[config.mk]
export PLATFORM = sky130hd
export DESIGN_NAME = fsa_rd_sched
export DESIGN_NICKNAME = d
export VERILOG_FILES = /design/src/rtl/fsa_rd_sched.sv
export SDC_FILE = /design/constraint.sdc
export NUM_CORES = 1
export LEC_CHECK = 0
export CORE_ASPECT_RATIO = 1.25
export CORE_MARGIN = 3
export CORE_UTILIZATION = 30
export DETAILED_ROUTE_END_ITERATION = 7
export GPL_TIMING_DRIVEN = 1
export PLACE_DENSITY = 0.64
export SKIP_LAST_GASP = 1
export SLEW_MARGIN = 25
export SYNTH_ARGS = -nofsm -noshare
export SYNTH_HDL_FRONTEND = slang
export SYNTH_SLANG_ARGS = --single-unit
[constraint.sdc]
create_clock -name clk -period 4 [get_ports clk]
set_input_delay 0.8 -clock clk [delete_from_list [all_inputs] [get_ports clk]]
set_output_delay 0.8 -clock clk [all_outputs]
set_load 0.03 [all_outputs]
[src/rtl/fsa_rd_sched.sv]
// fsa_rd_sched: two-requester burst read scheduler for a shared frame buffer port.
// Define FSA_RD_SCHED_PRIO_EN for fixed priority (req0 wins); default is round-robin.
module fsa_rd_sched #(
   parameter int C_IMG_WW = 8,
   parameter int BR_AW    = 8,
   parameter int BR_DW    = 35
) (
   input  logic                clk,
   input  logic                resetn,
   input  logic [C_IMG_WW-1:0] width,
   input  logic                req0_valid,
   input  logic                req0_sof,
   output logic                req0_ready,
   output logic                req0_dvalid,
   output logic                req0_dlast,
   input  logic                req1_valid,
   input  logic                req1_sof,
   output logic                req1_ready,
   output logic                req1_dvalid,
   output logic                req1_dlast,
   output logic [BR_DW-1:0]    req_data,
   output logic                m_sof,
   output logic                m_en,
   output logic [BR_AW-1:0]    m_addr,
   input  logic [BR_DW-1:0]    m_data,
   output logic                busy,
   output logic                grant
);
   typedef enum logic [1:0] {IDLE, SOF, READ, DRAIN} state_t;
   localparam logic [C_IMG_WW-1:0] ONE = C_IMG_WW'(1);
   state_t state_q, state_d;
   logic [C_IMG_WW-1:0] cnt_q, cnt_d, wid_q, wid_d;
   logic grant_q, grant_d, busy_q, busy_d, m_sof_q, m_sof_d, m_en_q, m_en_d, dr_q, dr_d;
   logic en1_q, en2_q, last1_q, last2_q;
   logic [BR_DW-1:0] data_q;
   logic g1, accept, sof_sel, last_addr;
`ifdef FSA_RD_SCHED_PRIO_EN
   assign g1 = req1_valid & ~req0_valid;
`else
   logic ptr_q, ptr_d;
   assign g1 = req1_valid & (~req0_valid | ~ptr_q);
`endif
   assign req1_ready  = (state_q == IDLE) & g1;
   assign req0_ready  = (state_q == IDLE) & req0_valid & ~g1;
   assign accept      = req0_ready | req1_ready;
   assign sof_sel     = g1 ? req1_sof : req0_sof;
   assign last_addr   = cnt_q == wid_q - ONE;
   assign m_sof       = m_sof_q;
   assign m_en        = m_en_q;
   assign m_addr      = BR_AW'(cnt_q);
   assign busy        = busy_q;
   assign grant       = grant_q;
   assign req_data    = data_q;
   assign req0_dvalid = en2_q & ~grant_q;
   assign req1_dvalid = en2_q & grant_q;
   assign req0_dlast  = last2_q & ~grant_q;
   assign req1_dlast  = last2_q & grant_q;
   // next-state: arbitration/accept in IDLE, address walk in READ, two-cycle pipeline drain
   always_comb begin
      state_d = state_q;
      cnt_d   = cnt_q;
      wid_d   = wid_q;
      grant_d = grant_q;
      dr_d    = dr_q;
`ifndef FSA_RD_SCHED_PRIO_EN
      ptr_d   = ptr_q;
`endif
      case (state_q)
         IDLE: if (accept) begin
            grant_d = g1;
            wid_d   = width;
`ifndef FSA_RD_SCHED_PRIO_EN
            ptr_d   = g1;
`endif
            state_d = sof_sel ? SOF : (width != '0 ? READ : IDLE);
         end
         SOF:  state_d = wid_q != '0 ? READ : IDLE;
         READ: begin
            cnt_d   = last_addr ? '0 : cnt_q + ONE;
            state_d = last_addr ? DRAIN : READ;
         end
         default: begin
            dr_d    = ~dr_q;
            state_d = dr_q ? IDLE : DRAIN;
         end
      endcase
      busy_d  = state_d != IDLE;
      m_sof_d = state_d == SOF;
      m_en_d  = state_d == READ;
   end
   // state, registered outputs and the two-stage read-data pipeline
   always_ff @(posedge clk or negedge resetn) begin
      if (!resetn) begin
         state_q <= IDLE;
         cnt_q   <= '0;
         wid_q   <= '0;
         grant_q <= 1'b0;
         busy_q  <= 1'b0;
         m_sof_q <= 1'b0;
         m_en_q  <= 1'b0;
         dr_q    <= 1'b0;
`ifndef FSA_RD_SCHED_PRIO_EN
         ptr_q   <= 1'b1;
`endif
         en1_q   <= 1'b0;
         en2_q   <= 1'b0;
         last1_q <= 1'b0;
         last2_q <= 1'b0;
         data_q  <= '0;
      end else begin
         state_q <= state_d;
         cnt_q   <= cnt_d;
         wid_q   <= wid_d;
         grant_q <= grant_d;
         busy_q  <= busy_d;
         m_sof_q <= m_sof_d;
         m_en_q  <= m_en_d;
         dr_q    <= dr_d;
`ifndef FSA_RD_SCHED_PRIO_EN
         ptr_q   <= ptr_d;
`endif
         en1_q   <= m_en_q;
         en2_q   <= en1_q;
         last1_q <= m_en_q & last_addr;
         last2_q <= last1_q;
         if (en1_q) data_q <= m_data;
      end
   end
endmodule

# After elaboration in Yosys (flattened, before gate mapping)
# Index checks and enable logic that the tools add are counted.
totals:
  wordCells: 52
  inputBits: 49
  ff_bits: 63
op_classes:
  reduce_logical: 6
  n_addsub: 2
  eq_ne: 5
  bitwise_logic: 16
  muxes: 9
op_table:
  columns: ["cell", "count"]
  rows:
  - ["$reduce_bool 8->1", 2]
  - ["$mux 2", 5]
  - ["$and 1x1->1", 9]
  - ["$add 8x1->8 const B", 1]
  - ["$eq 8x8->1", 1]
  - ["$mux 8", 1]
  - ["$sub 8x1->8 const B", 1]
  - ["$pmux 2 s3", 1]
  - ["$not 1->1", 5]
  - ["$eq 2x1->1 const B", 2]
  - ["$eq 2x2->1 const B", 2]
  - ["$reduce_or 3->1", 1]
  - ["$logic_not 2->1", 1]
  - ["$mux 1", 2]
  - ["$or 1x1->1", 2]
  - ["$reduce_and 2->1", 1]
  - ["$reduce_bool 2->1", 1]

# Logic depth before layout (Yosys ltp)
# Gate-level depths: netlist of the first run.
logic_depth:
  ltp_word: 9
  mapped_depth: 7

# Worst setup path after synthesis of the first run
# OpenSTA, ideal clock, no wires.
synth_path:
  path_kind: "input port to output port"
  startpoint: "in req1_valid"
  endpoint: "out req1_ready"
  cell_stages: 2
  setup_slack_ns: 1.813
  path_buffers: 0
  arrival_time_ns: 1.387
  cell_sequence: "a21boi_0 and2_1"
synth_between:
  elab_chain_cells: 2
synth_rtl:
  columns: ["element", "line", "rtl"]
  rows:
  - ["start, declared", "16", "input logic req1_valid,"]
  - ["$and 1x1->1", "41", "assign g1 = req1_valid & (~req0_valid | ~ptr_q);"]
  - ["$and 1x1->1", "43", "assign req1_ready = (state_q == IDLE) & g1;"]
  - ["end, declared", "18", "output logic req1_ready,"]
# No other way between the ends.

# Final worst setup path of the first run
# Ends and elaborated chain as after synthesis.

==> metrics.md, run 1 <==
| Metric | Value |
|---|---|
| Max clock buf depth | 2 |
| VDD IR max | 412.5 uV |
| First-pass DRT Iterations | 4 |
| PwrDens | 806.9 mW/mm^2 |
| Reg2reg end | m_addr[6]$_DFFE_PN0N_ |
| Layout cells sized above 1 | 0.1884 |
| Initial antenna violation count | 0 |
| Worst Hold Depth | 0 |
| Worst setup startpoint | req1_valid |
| Cells after DPL | 433 |
| Post CTS Setup Buffer Count | 0 |
| Die Y | 113.1 um |
| Clock Tree Root | clkbuf_8 |
| Required time worst endpoint | 3.20 ns |
| Reg2Reg Setup Slack | 1.66 ns |
| Synth-to-layout area growth | 49.75% |
| Leakage power | 1.699 nW |
| H-tree Lvls | 3 |
| Final setup TNS | 0 ns |
| Arrival @ worst endpoint | 2.47 ns |
| Core Box Area | 0.008796 sq mm |
| Starting density of the core | 0.3131 |
| Synth Instances | 218 |
| Final number of setup-violating endpoints | 0 |
| Total routed wirelength | 6496 um |
| Chip width | 91.70 um |
| Area share of the largest cell type after synthesis | 0.5634 |
| Register area share after synthesis | 0.5729 |
| DRC Markers | 0 |
| Netlist cell types | 40 |
| Remaining Overflow, GRT | 0 |
| Half-perimeter wire length after placement | 4773 um |
| Synth Warn # | 0 |
| Critical R2R Launch | wid_q[0]$_DFFE_PN0P_ |
| Status | finished clean |
| Top post-synthesis cells by area | dfrtp_1 56%, mux2_2 16%, xnor2_1 3.2% |
| Count leader, synth | dfrtp_1 |
| Clock-pin slew on the worst setup and hold paths | 0.07 ns |
| Die Footprint | 0.01037 sq mm |
| Starting DRT DRC Count | 30 |
| Placed Instance Area | 0.003887 sq mm |
| Synth area leader | dfrtp_1 |
| Vias per std cell | 4.610 |
| Final layout net count | 376 |
| Crit path kind | primary input to output pin |
| I/O pins | 102 |
| Final hold violations | 0 |
| Worst hold endpoint | last2_q$_DFF_PN0_ |
| Sink Count | 63 |
| Worst Skew | 0.007068 ns |
| RSZ-0062 raised after global routing | no |
| Asr flop ratio synth | 1.000 |
| First-pass GRT wire length | 10740 um |
| Slew at the pin with the worst max-slew slack | 0.8002 ns |
| Via count | 2070 |
| Final non-filler cell total | 449 |
| Slew headroom | 0.4666 |
| Total track usage | 0.1312 |
| Worst skew pair latency | 0.34 ns |
| Fin. max-slew vios | 0 |
| Syn nets | 270 |
| Wirelength per Cell | 14.47 um |
| I/O Buffers | 101 |
| Post-CTS resize count | 0 |
| Hold Buf Count CTS | 0 |
| Clock tree from TritonCTS | yes |
| Number of global-route vias before repair | 2163 |
| Mean Syn Cell Area | 12.63 sq um |
| Final period util | 0.8185 |
| Layout fillers | 804 |
| Antenna viol nets, final | 0 |
| CP Capture Type | output pin |
| Crit Path Max Fanout | 4 |
| Min cycle time layout | 3.274 ns |
| Fmax | 305.4 MHz |
| Number of flops mapped to enable cells by yosys | 0 |
| Final non-filler cell area | 0.004124 sq mm |
| #FFs+latches synth | 63 |
| FF-to-FF path depth | 7 |
| Primary FF master, synth | dfrtp_1 |
| Antenna Cells | 0 |
| Cts bufs inserted | 9 |
| Site Rows | 38 |
| Most instantiated cells after synthesis | 62 x dfrtp_1, 39 x mux2_2, 13 x nand2_1 |
| Crit start category | primary input |
| Max-cap violations | 0 |
| GPL Wtd Cong | 0.8099 |
| Largest net degree at the start of global routing | 37 |
| HP Class | flip-flop to flip-flop |
| Hold Startpoint | last1_q$_DFF_PN0_ |
| Synthesized area | 0.002754 sq mm |
layer usage:
metal	wire [um]	vias to the layer above	global-route usage
met1	2750	1004	0.1614
met2	3235	69	0.2150
met4	90	0	0.04658
met3	419	8	0.04388
li1	-	989	-
met5	0	-	0
state kept, by name, indices dropped and copies added, names as in the netlist:
signal	count
wid_q	8
dr_q	1
en1_q	1
last1_q	1
busy	1
m_sof	1
en2_q	1
grant	1
m_en	1
last2_q	1
state_q	2
m_addr	8
req_data	35
ptr_q	1
per-stage QoR:
stage | total power [mW] | setup slack [ns] | utilization | hold slack, ns
6_report | 3.328 | 0.7259 | 0.4688 | 0.3557
5_1_grt | 3.553 | 0.6165 | 0.4688 | 0.3708
4_1_cts | 3.377 | 0.7116 | 0.4688 | 0.3622
3_5_place_dp | 2.698 | 0.7133 | 0.4420 | 0.3464
3_3_place_gp | 2.673 | 0.7601 | 0.4420 | 0.3336
2_1_floorplan | 2.115 | 1.813 | - | 0.3312
report_power, final:
| group | internal (mW) | switching (mW) |
|---|---|---|
| Sequential | 0.875 | 0.227 |
| Clock | 0.413 | 0.245 |
| Combinational | 0.723 | 0.845 |
| Total | 2.01 | 1.32 |
critical path, stage by stage:
cell,delay [ns]
clkdlybuf4s50_1,0.51
a21boi_0,0.29
and2_1,0.20
clkdlybuf4s50_1,0.67
cell type report:
cell class                 instances  area, sq um  share of cell area
sequential                        63         1578              0.3826
timing repair buffer             103         1021              0.2476
clock buffer                      10        127.6             0.03095
clock inverter                     6        108.9             0.02640
inverter                           9        33.78            0.008192
tap                              120        150.1             0.03641
multi-input combinational        138         1105              0.2679
how the worst max path moves through the flow:
stage | end | depth (start not counted) | slack (ns)
after global routing | req1_ready | 4 | 0.62
after detailed placement | req1_ready | 4 | 0.71
after floorplan | req1_ready | 2 | 1.81
final | req1_ready | 4 | 0.73
after CTS | req1_ready | 4 | 0.71
after global placement | req1_ready | 4 | 0.76
cells in the final DEF, fill, tap and decap left out, types with 3 or more instances in the layout:
| cell | count |
|---|---|
| xor2_1 | 5 |
| clkbuf_8 | 9 |
| a21oi_1 | 8 |
| mux2_2 | 39 |
| ha_1 | 3 |
| and2_1 | 4 |
| dfrtp_1 | 62 |
| nor3_1 | 4 |
| nor4_1 | 3 |
| nor2_1 | 7 |
| nand3_1 | 6 |
| inv_1 | 9 |
| nor2b_1 | 3 |
| and3_1 | 3 |
| o41ai_1 | 3 |
| clkdlybuf4s50_1 | 100 |
| o21ai_0 | 4 |
| bufinv_16 | 3 |
| xnor2_1 | 10 |
| nand2_1 | 13 |
kinds of logic after synthesis:
kind of cell | Yosys count | share of synthesized area
AO/OA/AOI/OAI | 30 | 0.07815
XOR/XNOR | 15 | 0.04770
adder cells (fa/ha/maj) | 3 | 0.01363
buffers and inverters | 17 | 0.02589
flip-flops | 63 | 0.5729
multiplexers | 41 | 0.1667
AND/OR/NAND/NOR | 49 | 0.09496
No activity file was read; power rests on OpenSTA's default activity.
==> run 2, diff against run 1 <==
Clock period 4 ns to 3.2 ns, I/O delays scaled along.
==> run 2 against run 1 <==
  * Combinational power rose by 25%
  * First-iteration DRC count rose to 2.5 times the previous value
  * Global-route usage rose by 0.16 points
  * Die area did not move
==> metrics.md, run 2 (synthesized netlist as in run 1, its figures left out) <==
| Metric | Value |
|---|---|
| Status | finished clean |
| Cell mode on critical path | clkdlybuf4s50_1 |
| Slew at the pin with the worst max-slew slack | 0.8494 ns |
| I/O pins | 102 |
| Max clock buf depth | 2 |
| Half-perimeter wire length after placement | 4769 um |
| Multi-input gate area | 0.001105 sq mm |
| GPL Wtd Cong | 0.8005 |
| Max-cap violations | 0 |
| Fmax | 338.1 MHz |
| Hold Startpoint | last1_q$_DFF_PN0_ |
| Commonest non-fill, non-tap cell in the layout | clkdlybuf4s50_1 |
| Slowest CP cell | clkdlybuf4s50_1 |
| Arrival @ worst endpoint | 2.32 ns |
| Final setup TNS | 0 ns |
| Vias per std cell | 4.610 |
| Min cycle time layout | 2.957 ns |
| Critical R2R Launch | wid_q[0]$_DFFE_PN0P_ |
| Antenna Cells | 0 |
| Slowest cell delay on critical path | 0.67 ns |
| VDD IR max | 400.3 uV |
| Slew headroom | 0.4337 |
| Worst hold endpoint | last2_q$_DFF_PN0_ |
| Core Box Area | 0.008796 sq mm |
| Final hold violations | 0 |
| DRC Markers | 0 |
| Crit path kind | primary input to output pin |
| PwrDens | 986.9 mW/mm^2 |
| Via count | 2070 |
| Register Area | 0.001578 sq mm |
| Crit-path cells | clkdlybuf4s50_1 > a21boi_0 > and2_1 > clkdlybuf4s50_1 |
| Max reg flops | 35 |
| Synth-to-layout area growth | 48.71% |
| Clock Tree Root | clkbuf_8 |
| Final period util | 0.9242 |
| Initial antenna violation count | 0 |
| Layout fillers | 799 |
| I/O Buffers | 101 |
| Fin. max-slew vios | 0 |
| Met3 usage | 0.04521 |
| Hold Buf Count CTS | 0 |
| Die Footprint | 0.01037 sq mm |
| RSZ-0062 raised after global routing | no |
| Final non-filler cell area | 0.004095 sq mm |
| Placed Instance Area | 0.003887 sq mm |
| H-tree Lvls | 3 |
| First-pass DRT Iterations | 4 |
| Starting DRT DRC Count | 75 |
| Final number of setup-violating endpoints | 0 |
| Crit Path Max Fanout | 4 |
| CP Capture Type | output pin |
| Site Rows | 38 |
| HP Class | flip-flop to flip-flop |
| Worst Hold Depth | 0 |
| Post CTS Setup Buffer Count | 0 |
| Final non-filler cell total | 449 |
| Pwr Total | 4.041 mW |
| Die Y | 113.1 um |
| Post-CTS resize count | 0 |
| GRT Max-Usage Layer | met2 |
| Cts bufs inserted | 9 |
| Reg2reg end | m_addr[4]$_DFFE_PN0N_ |
| Grt met1 use | 0.1652 |
| Clock-pin slew on the worst setup and hold paths | 0.07 ns |
| Leakage power | 1.674 nW |
| First-pass GRT wire length | 10920 um |
| Largest net degree at the start of global routing | 39 |
| Antenna viol nets, final | 0 |
| FF-to-FF path depth | 7 |
| Crit start category | primary input |
| Global-route met2 utilization | 0.2136 |
| Cells after DPL | 433 |
| Worst Skew | 0.009284 ns |
| Required time worst endpoint | 2.56 ns |
| Remaining Overflow, GRT | 0 |
| Total routed wirelength | 6478 um |
| Reg2Reg Setup Slack | 0.89 ns |
| Chip width | 91.70 um |
| Most frequent cells in the layout | 100 x clkdlybuf4s50_1, 62 x dfrtp_1, 39 x mux2_2 |
| Total track usage | 0.1328 |
| Final layout net count | 376 |
| Wirelength per Cell | 14.43 um |
| Clock tree from TritonCTS | yes |
| Layout cells sized above 1 | 0.1915 |
| Sink Count | 63 |
| Worst skew pair latency | 0.33 ns |
| Starting density of the core | 0.3131 |
| Number of global-route vias before repair | 2190 |
run 2: changes by cell type in the layout (fill, tap and decap cells not counted), sizes merged:
cell and change:
clkinv -1, bufinv -2, clkinvlp +3
run 2: layer usage:
layer,share of wire,wire length (um),vias up
li1,-,-,983
met1,0.43,2782,1014
met2,0.50,3264,69
met3,0.059,384,4
met4,0.0071,46,0
met5,0,0,-
run 2: critical path: cells and delay by family:
kind	cells	cell delay (ns)
buffers and inverters	2	1.19
AND/OR/NAND/NOR	1	0.20
AO/OA/AOI/OAI	1	0.28
run 2: power by group:
| group | switching [mW] | internal, mW |
|---|---|---|
| Combinational | 1.06 | 0.905 |
| Clock | 0.321 | 0.383 |
| Sequential | 0.278 | 1.09 |
run 2: per-stage QoR:
| step | hold WS, ns | setup slack (ns) | util |
|---|---|---|---|
| floorplan | 0.3312 | 1.221 | - |
| global placement | 0.3344 | 0.2734 | 0.4420 |
| detailed placement | 0.3464 | 0.2231 | 0.4420 |
| CTS | 0.3619 | 0.2235 | 0.4656 |
| global route | 0.3689 | 0.1585 | 0.4656 |
| finish | 0.3562 | 0.2425 | 0.4656 |
run 2: final cells by class:
class	count	area share
Clock buffer	10	0.03361
Multi-Input combinational cell	138	0.2698
Inverter	9	0.008249
Clock inverter	6	0.01711
Tap cell	120	0.03666
Sequential cell	63	0.3853
Timing Repair Buffer	103	0.2493
run 2: worst max path at each step:
stage	startpoint	end	slack [ns]	depth (start not counted)
2_1_floorplan	wid_q[0]$_DFFE_PN0P_	m_addr[2]$_DFFE_PN0N_	1.22	7
3_3_place_gp	req1_valid	req1_ready	0.27	4
3_5_place_dp	req1_valid	req1_ready	0.22	4
4_1_cts	req1_valid	req1_ready	0.22	4
5_1_grt	req1_valid	req1_ready	0.16	4
6_report	req1_valid	req1_ready	0.24	4
==> run 3, diff against run 2 <==
Settings changed: CORE_UTILIZATION 30 to 44, PLACE_DENSITY 0.64 to 0.86.
==> run 3 against run 2 <==
  * Sequential power about the same
  * Wire length decreased by 3.4%
  * Register-to-register slack about the same
  * Global-route usage increased by 4.4 points
  * Power decreased by 0.35%
  * Design area decreased by 1.3%
  * Final cell count decreased by 8.5%
  * Core utilization increased by 22 points
  * Via count decreased by 0.24%
  * Clock power decreased by 3%
  * Clock skew about the same
  * Critical path type unchanged
  * Critical endpoint unchanged
  * Highest routed layer unchanged
==> metrics.md, run 3 (synthesized netlist as in run 1, its figures left out) <==
| Metric | Value |
|---|---|
| Status | finished clean |
| Total routed wirelength | 6257 um |
| Clock Tree Root | clkbuf_8 |
| Register Area | 0.001578 sq mm |
| Clock tree from TritonCTS | yes |
| Multi-input gate area | 0.001105 sq mm |
| H-tree Lvls | 3 |
| Max-cap violations | 0 |
| Most frequent cells in the layout | 100 x clkdlybuf4s50_1, 62 x dfrtp_1, 39 x mux2_2 |
| Starting DRT DRC Count | 97 |
| Required time worst endpoint | 2.56 ns |
| Slowest cell delay on critical path | 0.68 ns |
| Clock-pin slew on the worst setup and hold paths | 0.06 ns |
| DRC Markers | 0 |
| Layout cells sized above 1 | 0.1854 |
| Via count | 2065 |
| First-pass DRT Iterations | 4 |
| Initial antenna violation count | 0 |
| Slew headroom | 0.4792 |
| Layout fillers | 470 |
| Fin. max-slew vios | 0 |
| Remaining Overflow, GRT | 0 |
| Core Box Area | 0.005934 sq mm |
| First-pass GRT wire length | 10140 um |
| Starting density of the core | 0.4641 |
| Wirelength per Cell | 15.22 um |
| Post-CTS resize count | 0 |
| Leakage power | 1.679 nW |
| Arrival @ worst endpoint | 2.36 ns |
| Die Y | 94.45 um |
| VDD IR max | 608.3 uV |
| Cell mode on critical path | clkdlybuf4s50_1 |
| HP Class | flip-flop to flip-flop |
| Slew at the pin with the worst max-slew slack | 0.7812 ns |
| Final non-filler cell area | 0.004041 sq mm |
| Worst setup startpoint | req1_valid |
| Max reg flops | 35 |
| CP Capture Type | output pin |
| Worst skew pair latency | 0.32 ns |
| Number of global-route vias before repair | 2150 |
| Antenna Cells | 0 |
| I/O Buffers | 101 |
| Final layout net count | 376 |
| Placed Instance Area | 0.003840 sq mm |
| Crit start category | primary input |
| Crit path kind | primary input to output pin |
| Crit-path cells | clkdlybuf4s50_1 > a21boi_0 > and2_1 > clkdlybuf4s50_1 |
| WP buf/inv | 2 |
| Cts bufs inserted | 9 |
| Synth-to-layout area growth | 46.75% |
| Min cycle time layout | 3.000 ns |
| Final number of setup-violating endpoints | 0 |
| PwrDens | 996.5 mW/mm^2 |
| Worst Skew | 0.009301 ns |
| Hold Buf Count CTS | 0 |
| Pwr Total | 4.027 mW |
| Chip width | 76.76 um |
| Max clock buf depth | 2 |
| Die Footprint | 0.007250 sq mm |
| Sink Count | 63 |
| Commonest non-fill, non-tap cell in the layout | clkdlybuf4s50_1 |
| Site Rows | 31 |
| Critical path's top delay family | buffers and inverters |
| Fmax | 333.3 MHz |
| Critical R2R Launch | wid_q[0]$_DFFE_PN0P_ |
| I/O pins | 102 |
| Final hold violations | 0 |
| Vias per std cell | 5.024 |
| Hold Startpoint | last1_q$_DFF_PN0_ |
| Post CTS Setup Buffer Count | 0 |
| Half-perimeter wire length after placement | 4653 um |
| Final setup TNS | 0 ns |
| Slowest CP cell | clkdlybuf4s50_1 |
| Final period util | 0.9375 |
| Antenna viol nets, final | 0 |
| Largest net degree at the start of global routing | 64 |
| Crit Path Max Fanout | 4 |
| GPL Wtd Cong | 0.8287 |
| RSZ-0062 raised after global routing | no |
| Total track usage | 0.1768 |
## run 3: cell count changes in the layout (fill, tap and decap cells not counted), sizes merged
cell / delta
clkinv: -1
clkinvlp: -2
clkbuf: +3
## run 3: through the flow
| step | utilization | worst slack (ns) | hold WS, ns | std cells |
|---|---|---|---|---|
| final | 0.6810 | 0.1999 | 0.3558 | 411 |
| after global routing | 0.6810 | 0.1101 | 0.3617 | 411 |
| after CTS | 0.6810 | 0.1600 | 0.3605 | 411 |
| after detailed placement | 0.6471 | 0.1600 | 0.3457 | 395 |
| after global placement | 0.6471 | 0.2364 | 0.3317 | 395 |
| after floorplan | - | 1.221 | 0.3312 | 218 |
## run 3: area by class of cell
class / count / area share
sequential: 63 / 0.3904
multi-input combinational: 138 / 0.2734
timing repair buffer: 103 / 0.2526
clock buffer: 13 / 0.03932
tap: 82 / 0.02539
clock inverter: 3 / 0.01053
inverter: 9 / 0.008359
## run 3: report_power, final
group,switching [mW],internal [mW],total [mW]
logic,1.06,0.903,1.96
clock network,0.283,0.402,0.685
registers,0.283,1.09,1.38
total,1.63,2.40,4.03
## run 3: worst register-to-register path, delay by kind of cell, from the launching register on
family          cells  cell delay [ns]
buf+inv             1             0.11
flops               1             0.41
simple gates        1             0.61
compound gates      4             0.76
fa+ha+maj           1             0.29
## run 3: per-layer routing
metal	part of all wire	GRT usage
met1	0.43	0.2143
met2	0.52	0.3089
met3	0.039	0.03531
met4	0.0093	0.07251
met5	0	0
## run 3: worst paths after layout
| path | endpoint | cells after the start | slack (ns) |
|---|---|---|---|
| worst max-delay path | req1_ready | 4 | 0.20 |
| worst min-delay path | last2_q$_DFF_PN0_ | 0 | 0.36 |
| worst max register to register | m_addr[7]$_DFFE_PN0N_ | 7 | 0.89 |
| worst min register to register | last2_q$_DFF_PN0_ | 0 | 0.36 |
| max in group asynchronous | wid_q[3]$_DFFE_PN0P_ | 2 | 2.21 |
| min in group asynchronous | req_data[14]$_DFFE_PN0P_ | 2 | 0.47 |
